**src/rtl/wb_arbiter_pkg.sv**
```systemverilog
// Shared core definitions for the writeback path: scoreboard id width and the
// {sid, rd, value} record carried from the execution units to the register file.
package wb_arbiter_pkg;

  localparam int SCOREBOARD_SIZE_WIDTH = 3;
  localparam int SID_W                 = SCOREBOARD_SIZE_WIDTH + 1;
  localparam int REG_ADDR_W            = 5;
  localparam int XLEN                  = 64;

  typedef struct packed {
    logic [SID_W-1:0]      sid;
    logic [REG_ADDR_W-1:0] rd;
    logic [XLEN-1:0]       value;
  } wb_entry_t;

  // x0 is hardwired to zero, so a result targeting it completes without a write.
  function automatic logic writes_reg(input logic [REG_ADDR_W-1:0] rd);
    return rd != '0;
  endfunction

endpackage

```
**src/rtl/wb_sync_fifo.sv**
```systemverilog
// Small synchronous FIFO buffering ALU results; head is read combinationally so
// an entry becomes visible the cycle after it is written.
module wb_sync_fifo #(
  parameter int DEPTH = 4,
  parameter int WIDTH = 8
) (
  input  logic                     clk,
  input  logic                     rst_n,
  input  logic                     push,
  input  logic                     pop,
  input  logic                     flush,
  input  logic [WIDTH-1:0]         push_data,
  output logic [$clog2(DEPTH):0]   count,
  output logic [WIDTH-1:0]         head
);

  localparam int PTR_W = $clog2(DEPTH);
  localparam int CNT_W = PTR_W + 1;

  logic [WIDTH-1:0] mem [DEPTH];
  logic [PTR_W-1:0] wr_ptr_reg;
  logic [PTR_W-1:0] rd_ptr_reg;
  logic [CNT_W-1:0] count_reg;

  // Storage carries no reset; count and pointers alone define which slots are live.
  always_ff @(posedge clk) begin
    if (push && !flush) begin
      mem[wr_ptr_reg] <= push_data;
    end
  end

  always_ff @(posedge clk or negedge rst_n) begin
    if (!rst_n) begin
      wr_ptr_reg <= '0;
      rd_ptr_reg <= '0;
      count_reg  <= '0;
    end else if (flush) begin
      wr_ptr_reg <= '0;
      rd_ptr_reg <= '0;
      count_reg  <= '0;
    end else begin
      if (push) begin
        wr_ptr_reg <= wr_ptr_reg + PTR_W'(1);
      end
      if (pop) begin
        rd_ptr_reg <= rd_ptr_reg + PTR_W'(1);
      end
      count_reg <= count_reg + CNT_W'(push) - CNT_W'(pop);
    end
  end

  assign count = count_reg;
  assign head  = mem[rd_ptr_reg];

endmodule

```
**src/rtl/wb_arbiter.sv**
```systemverilog
// Writeback arbiter: round-robin between buffered ALU results and the LSU
// handshake, registering one winner per cycle onto the register-file port.
module wb_arbiter
  import wb_arbiter_pkg::*;
#(
  parameter int ALU_FIFO_DEPTH = 4,
  parameter int SID_W          = wb_arbiter_pkg::SID_W
) (
  input  logic             clk,
  input  logic             rst_n,
  input  logic             flush_i,
  input  logic             alu_exe_valid_i,
  input  logic [SID_W-1:0] alu_sid_i,
  input  logic [4:0]       alu_exe_rd_i,
  input  logic [63:0]      alu_exe_rd_value_i,
  output logic             alu_almost_full_o,
  input  logic             lsu_valid_i,
  output logic             lsu_ready_o,
  input  logic [SID_W-1:0] lsu_sid_i,
  input  logic [4:0]       lsu_rd_i,
  input  logic [63:0]      lsu_rd_value_i,
  output logic             wb_valid_o,
  output logic             wb_we_o,
  output logic [SID_W-1:0] wb_sid_o,
  output logic [4:0]       wb_rd_o,
  output logic [63:0]      wb_rd_value_o,
  output logic             err_overflow_o
);

  localparam int CNT_W = $clog2(ALU_FIFO_DEPTH) + 1;

  wb_entry_t        alu_entry;
  wb_entry_t        lsu_entry;
  wb_entry_t        alu_head;
  wb_entry_t        grant_entry;
  wb_entry_t        wb_entry_reg;
  logic [CNT_W-1:0] alu_count;
  logic             alu_cand;
  logic             alu_grant;
  logic             lsu_grant;
  logic             alu_push_ok;
  logic             alu_push_drop;
  logic             prio_lsu_reg;
  logic             wb_valid_reg;
  logic             err_overflow_reg;

  assign alu_entry = '{sid: alu_sid_i, rd: alu_exe_rd_i, value: alu_exe_rd_value_i};
  assign lsu_entry = '{sid: lsu_sid_i, rd: lsu_rd_i, value: lsu_rd_value_i};

  assign alu_cand = alu_count != '0;

  // Ready comes only from registered state and flush, so the LSU never sees a
  // combinational path from its own valid back to ready.
  assign lsu_ready_o = !flush_i && (!alu_cand || prio_lsu_reg);
  assign lsu_grant   = lsu_valid_i && lsu_ready_o;
  assign alu_grant   = !flush_i && alu_cand && !lsu_grant;

  // A full buffer still takes a push when its head leaves in the same cycle.
  assign alu_push_ok   = alu_exe_valid_i && !flush_i &&
                         ((alu_count < CNT_W'(ALU_FIFO_DEPTH)) || alu_grant);
  assign alu_push_drop = alu_exe_valid_i && !flush_i && !alu_push_ok;

  assign alu_almost_full_o = alu_count >= CNT_W'(ALU_FIFO_DEPTH - 1);

  assign grant_entry = lsu_grant ? lsu_entry : alu_head;

  wb_sync_fifo #(
    .DEPTH (ALU_FIFO_DEPTH),
    .WIDTH ($bits(wb_entry_t))
  ) u_alu_fifo (
    .clk       (clk),
    .rst_n     (rst_n),
    .push      (alu_push_ok),
    .pop       (alu_grant),
    .flush     (flush_i),
    .push_data (alu_entry),
    .count     (alu_count),
    .head      (alu_head)
  );

  // The pointer only moves on contended cycles, so a lone requester never
  // steals the other side's next turn.
  always_ff @(posedge clk or negedge rst_n) begin
    if (!rst_n) begin
      prio_lsu_reg <= 1'b0;
    end else if (flush_i) begin
      prio_lsu_reg <= 1'b0;
    end else if (alu_cand && lsu_valid_i) begin
      prio_lsu_reg <= !prio_lsu_reg;
    end
  end

  always_ff @(posedge clk or negedge rst_n) begin
    if (!rst_n) begin
      wb_valid_reg <= 1'b0;
      wb_entry_reg <= '0;
    end else if (flush_i) begin
      wb_valid_reg <= 1'b0;
    end else begin
      wb_valid_reg <= alu_grant || lsu_grant;
      if (alu_grant || lsu_grant) begin
        wb_entry_reg <= grant_entry;
      end
    end
  end

  always_ff @(posedge clk or negedge rst_n) begin
    if (!rst_n) begin
      err_overflow_reg <= 1'b0;
    end else if (alu_push_drop) begin
      err_overflow_reg <= 1'b1;
    end
  end

  assign wb_valid_o     = wb_valid_reg;
  assign wb_we_o        = wb_valid_reg && writes_reg(wb_entry_reg.rd);
  assign wb_sid_o       = wb_entry_reg.sid;
  assign wb_rd_o        = wb_entry_reg.rd;
  assign wb_rd_value_o  = wb_entry_reg.value;
  assign err_overflow_o = err_overflow_reg;

endmodule

```
**config.mk**
```make
export PLATFORM = sky130hd
export DESIGN_NAME = wb_arbiter
export DESIGN_NICKNAME = d
export VERILOG_FILES = /design/src/rtl/wb_arbiter_pkg.sv /design/src/rtl/wb_sync_fifo.sv /design/src/rtl/wb_arbiter.sv
export SDC_FILE = /design/constraint.sdc
export NUM_CORES = 1
export LEC_CHECK = 0
export CAP_MARGIN = 10
export CORE_UTILIZATION = 30
export CTS_BUF_LIST = sky130_fd_sc_hd__clkbuf_8 sky130_fd_sc_hd__clkbuf_16
export DETAILED_ROUTE_END_ITERATION = 8
export PLACE_DENSITY = 0.52
export SLEW_MARGIN = 0
export SYNTH_ARGS = -nofsm -noshare
export SYNTH_HDL_FRONTEND = slang
export SYNTH_SLANG_ARGS = --single-unit
```
**constraint.sdc**
```tcl
create_clock -name clk -period 3.5 [get_ports clk]
set_clock_uncertainty 0.1 [all_clocks]
set_input_delay 0.7 -clock clk [delete_from_list [all_inputs] [get_ports clk]]
set_output_delay 0.7 -clock clk [all_outputs]
set_load 0.01 [all_outputs]
```
==> results of run 1 <==
## worst max-delay path by stage
stage                                                end  cells after the start                   start  slack (ns)
after floorplan           u_alu_fifo.mem[0][0]$_DFFE_PP_                      3             lsu_valid_i        0.15
after global placement     u_alu_fifo.count[2]$_DFF_PN0_                     10             lsu_valid_i        0.49
after detailed placement   u_alu_fifo.count[2]$_DFF_PN0_                     10             lsu_valid_i        0.47
after CTS                                        wb_we_o                      3  wb_rd_o[0]$_DFFE_PN0P_        0.28
after global routing                             wb_we_o                      3  wb_rd_o[0]$_DFFE_PN0P_        0.26
final                                            wb_we_o                      3  wb_rd_o[0]$_DFFE_PN0P_        0.34
## kinds of logic after synthesis
group	count (synthesis)
buffers and inverters	60
xor gates and xnor gates	1
muxes	73
DFF	375
adders and majority gates	8
AOI/OAI and AO/OA	160
and+or+nand+nor	25
## cell type report
type,instances,area share [%]
inverter,10,0.199
antenna,1,0.0133
sequential,375,57.7
tap,607,4.04
clock buffer,47,6.13
timing repair buffer,245,13.4
multi-input combinational,267,17.5
clock inverter,31,0.997
## report_power, final
part           total (mW)  internal, mW  switching (mW)
Combinational        3.67          2.13            1.55
Clock                4.22          2.50            1.72
Sequential           5.84          5.36           0.482
## cell usage after synthesis (all sizes together)
cell type    n  area, um^2
or3          2        12.5
nor2         6        22.5
o211a        1        10.0
clkbuf      14        52.6
ha           7        87.6
nand2b       1        6.26
o21ai        5        25.0
a21oi        5        25.0
o31ai        1        7.51
xor2         1        8.76
fa           1        20.0
nor3         2        21.3
nand2        1        3.75
and3         1        6.26
dfrtp       83        2080
edfxtp     292        8770
mux4        73        1640
buf         36         224
o21bai       1        7.51
nand3        3        15.0
a221o       73         731
nor2b        1        6.26
and2         5        31.3
nor4         1        6.26
o21a        74         556
inv         10        37.5
or4          2        15.0
## routing by layer
metal / routed length [um] / track usage (%) / share of wire (%)
met5: 13 / 0 / 0.038
met4: 768 / 5.05 / 2.3
met3: 1600 / 2.76 / 4.7
met2: 16100 / 22.0 / 47
met1: 15600 / 19.5 / 46
## stage by stage
step / std cells / cell area, um^2 / util [%]
2_1_floorplan: 702 / 14400 / -
3_3_place_gp: 1504 / 17500 / 37.2
3_5_place_dp: 1504 / 17500 / 37.2
4_1_cts: 1582 / 18800 / 40.1
5_1_grt: 1583 / 18800 / 40.1
6_report: 1583 / 18800 / 40.1
==> reports/metrics.yaml, run 1 <==
sta:
  worst_pin_slew_ns: 0.985
  tns_ns: 0
  maxSlewViolCount: 0
  timing.final.crit_share_pct: 90.2
  setup_viol: 0
  setup_slack_ns: 0.342
  hold_viol: 0
  relSlewSlack_pct: 34.3
  rsz0062_at_grt: "false"
  layout_min_cycle_time_ns: 3.16
  hold_slack_ns: 0.0902
  fmaxAchievable_ghz: 0.317
critical_path:
  crit_family: "simple AND/OR/NAND/NOR gates"
  worst-path-buf-inv: 1
  crit_arrival_ns: 2.36
  worstSetupPathType: "flip-flop to output port"
  endpoint_kind: "output port"
  startpoint_type: "flip-flop"
  cp.required_ns: 2.70
  worstPathCellList: "or4_1, o21a_1, clkdlybuf4s50_1"
  r2r_end: "wb_rd_value_o[32]$_DFFE_PN0P_"
  slowest_delay_ns: 0.67
  r2r_setup_slack_ns: 1.07
  cp_max_fo: 3
  critPathSlowestCell: "or4_1"
  reg2reg_depth: 3
  r2r_start: "u_alu_fifo.rd_ptr_reg[0]$_DFFE_PN0P_"
yosys:
  synthSimpleGateAreaFrac_pct: 1.01
  synth_seq_cells: 375
  syn_nets: 861
  synth_adder_area_share_pct: 0.746
  syn-mean-instance-area_um2: 20.6
  yosysUniqueCellTypes: 32
  syn-cell-area_um2: 14400
  netlist_instances: 702
  synth-compound-area-share_pct: 9.44
  synth-seq-area-share_pct: 75.2
  synth_xor_area_share_pct: 0.0607
  muxShareOfSynthArea_pct: 11.4
  synth_top_family_by_area: "multiplexers"
  yosys_warnings: 0
clock_tree:
  insertion_delay_ns: 0.55
  ctsHtreeMaxLevel: 2
  cts_sinks: 375
  cts_setup_buffers: 0
  postCtsResizedCells: 0
  clk_pin_slew_ns: 0.06
  cts_tree: "done"
  cts_buffers: 42
  cts_max_path_buffers: 3
  cts-root-buf: "clkbuf_16"
  cts-hold-fix-buffers: 0
final_layout:
  seq_area_um2: 10900
  final_cell_mix: "edfxtp_1, clkdlybuf4s50_1, dfrtp_1, o21a_1"
  final_common_cell: "edfxtp_1"
  drive_above_1_share_pct: 16.5
  nFillCells: 4234
  area.growth.synth_to_final_pct: 30.4
  largest_register_ffs: 292
  final_nets: 1100
  largest-register: "u_alu_fifo.mem"
  multi_input_area_um2: 3300
detailed_routing:
  postRouteAntennaNets: 0
  first_iter_violations: 449
  drc_errors: 0
  viasPerCell: 4.86
  num_vias: 7699
  drt-total-wl_mm: 34.1
  wl_per_cell_um: 21.5
  firstDrtPassIters: 5
power:
  power_density_nw_per_um2: 730
  ir_drop_mv: 0.332
  leakage_nw: 6.40
  power_mw: 13.7
place:
  globalplace.congestion: 0.702
  io_buffers: 228
  post-place-ws_ns: 0.467
  hpwl_mm: 20.4
global_routing:
  antenna_found_initial: 2
  overflow: 0
  grt_pass1_wl_mm: 52.1
  track_usage_pct: 14.1
  grt_pass1_vias: 8243
  grt_max_degree: 75
floorplan:
  die_area_um2: 49000
  start_util_pct: 30.7
  core-area_um2: 47000
  ios: 229
  die_w_um: 221
  rows: 79
  die_h_um: 221
flow_run:
  maxCapViolCount: 0
min_path:
  hp-class: "primary input to async pin"
status:
  status: "completed"
No activity file was read; power rests on OpenSTA's default activity.
==> inputs of run 2 (changes only) <==
--- a/config.mk
+++ b/config.mk
@@ -8,9 +8,10 @@
 export CAP_MARGIN = 10
 export CORE_UTILIZATION = 30
 export CTS_BUF_LIST = sky130_fd_sc_hd__clkbuf_8 sky130_fd_sc_hd__clkbuf_16
+export CTS_CLUSTER_SIZE = 24
 export DETAILED_ROUTE_END_ITERATION = 8
 export PLACE_DENSITY = 0.52
-export SLEW_MARGIN = 0
+export SLEW_MARGIN = 10
 export SYNTH_ARGS = -nofsm -noshare
 export SYNTH_HDL_FRONTEND = slang
 export SYNTH_SLANG_ARGS = --single-unit
==> results of run 2 <==
Final layout, timing and power as in run 1 (identical DEF).
==> inputs of run 3 (changes only) <==
--- a/config.mk
+++ b/config.mk
@@ -11,6 +11,7 @@
 export CTS_CLUSTER_SIZE = 24
 export DETAILED_ROUTE_END_ITERATION = 8
 export PLACE_DENSITY = 0.52
+export SKIP_CTS_REPAIR_TIMING = 1
 export SLEW_MARGIN = 10
 export SYNTH_ARGS = -nofsm -noshare
 export SYNTH_HDL_FRONTEND = slang
==> results of run 3 <==
Final layout, timing and power as in run 1 (identical DEF).
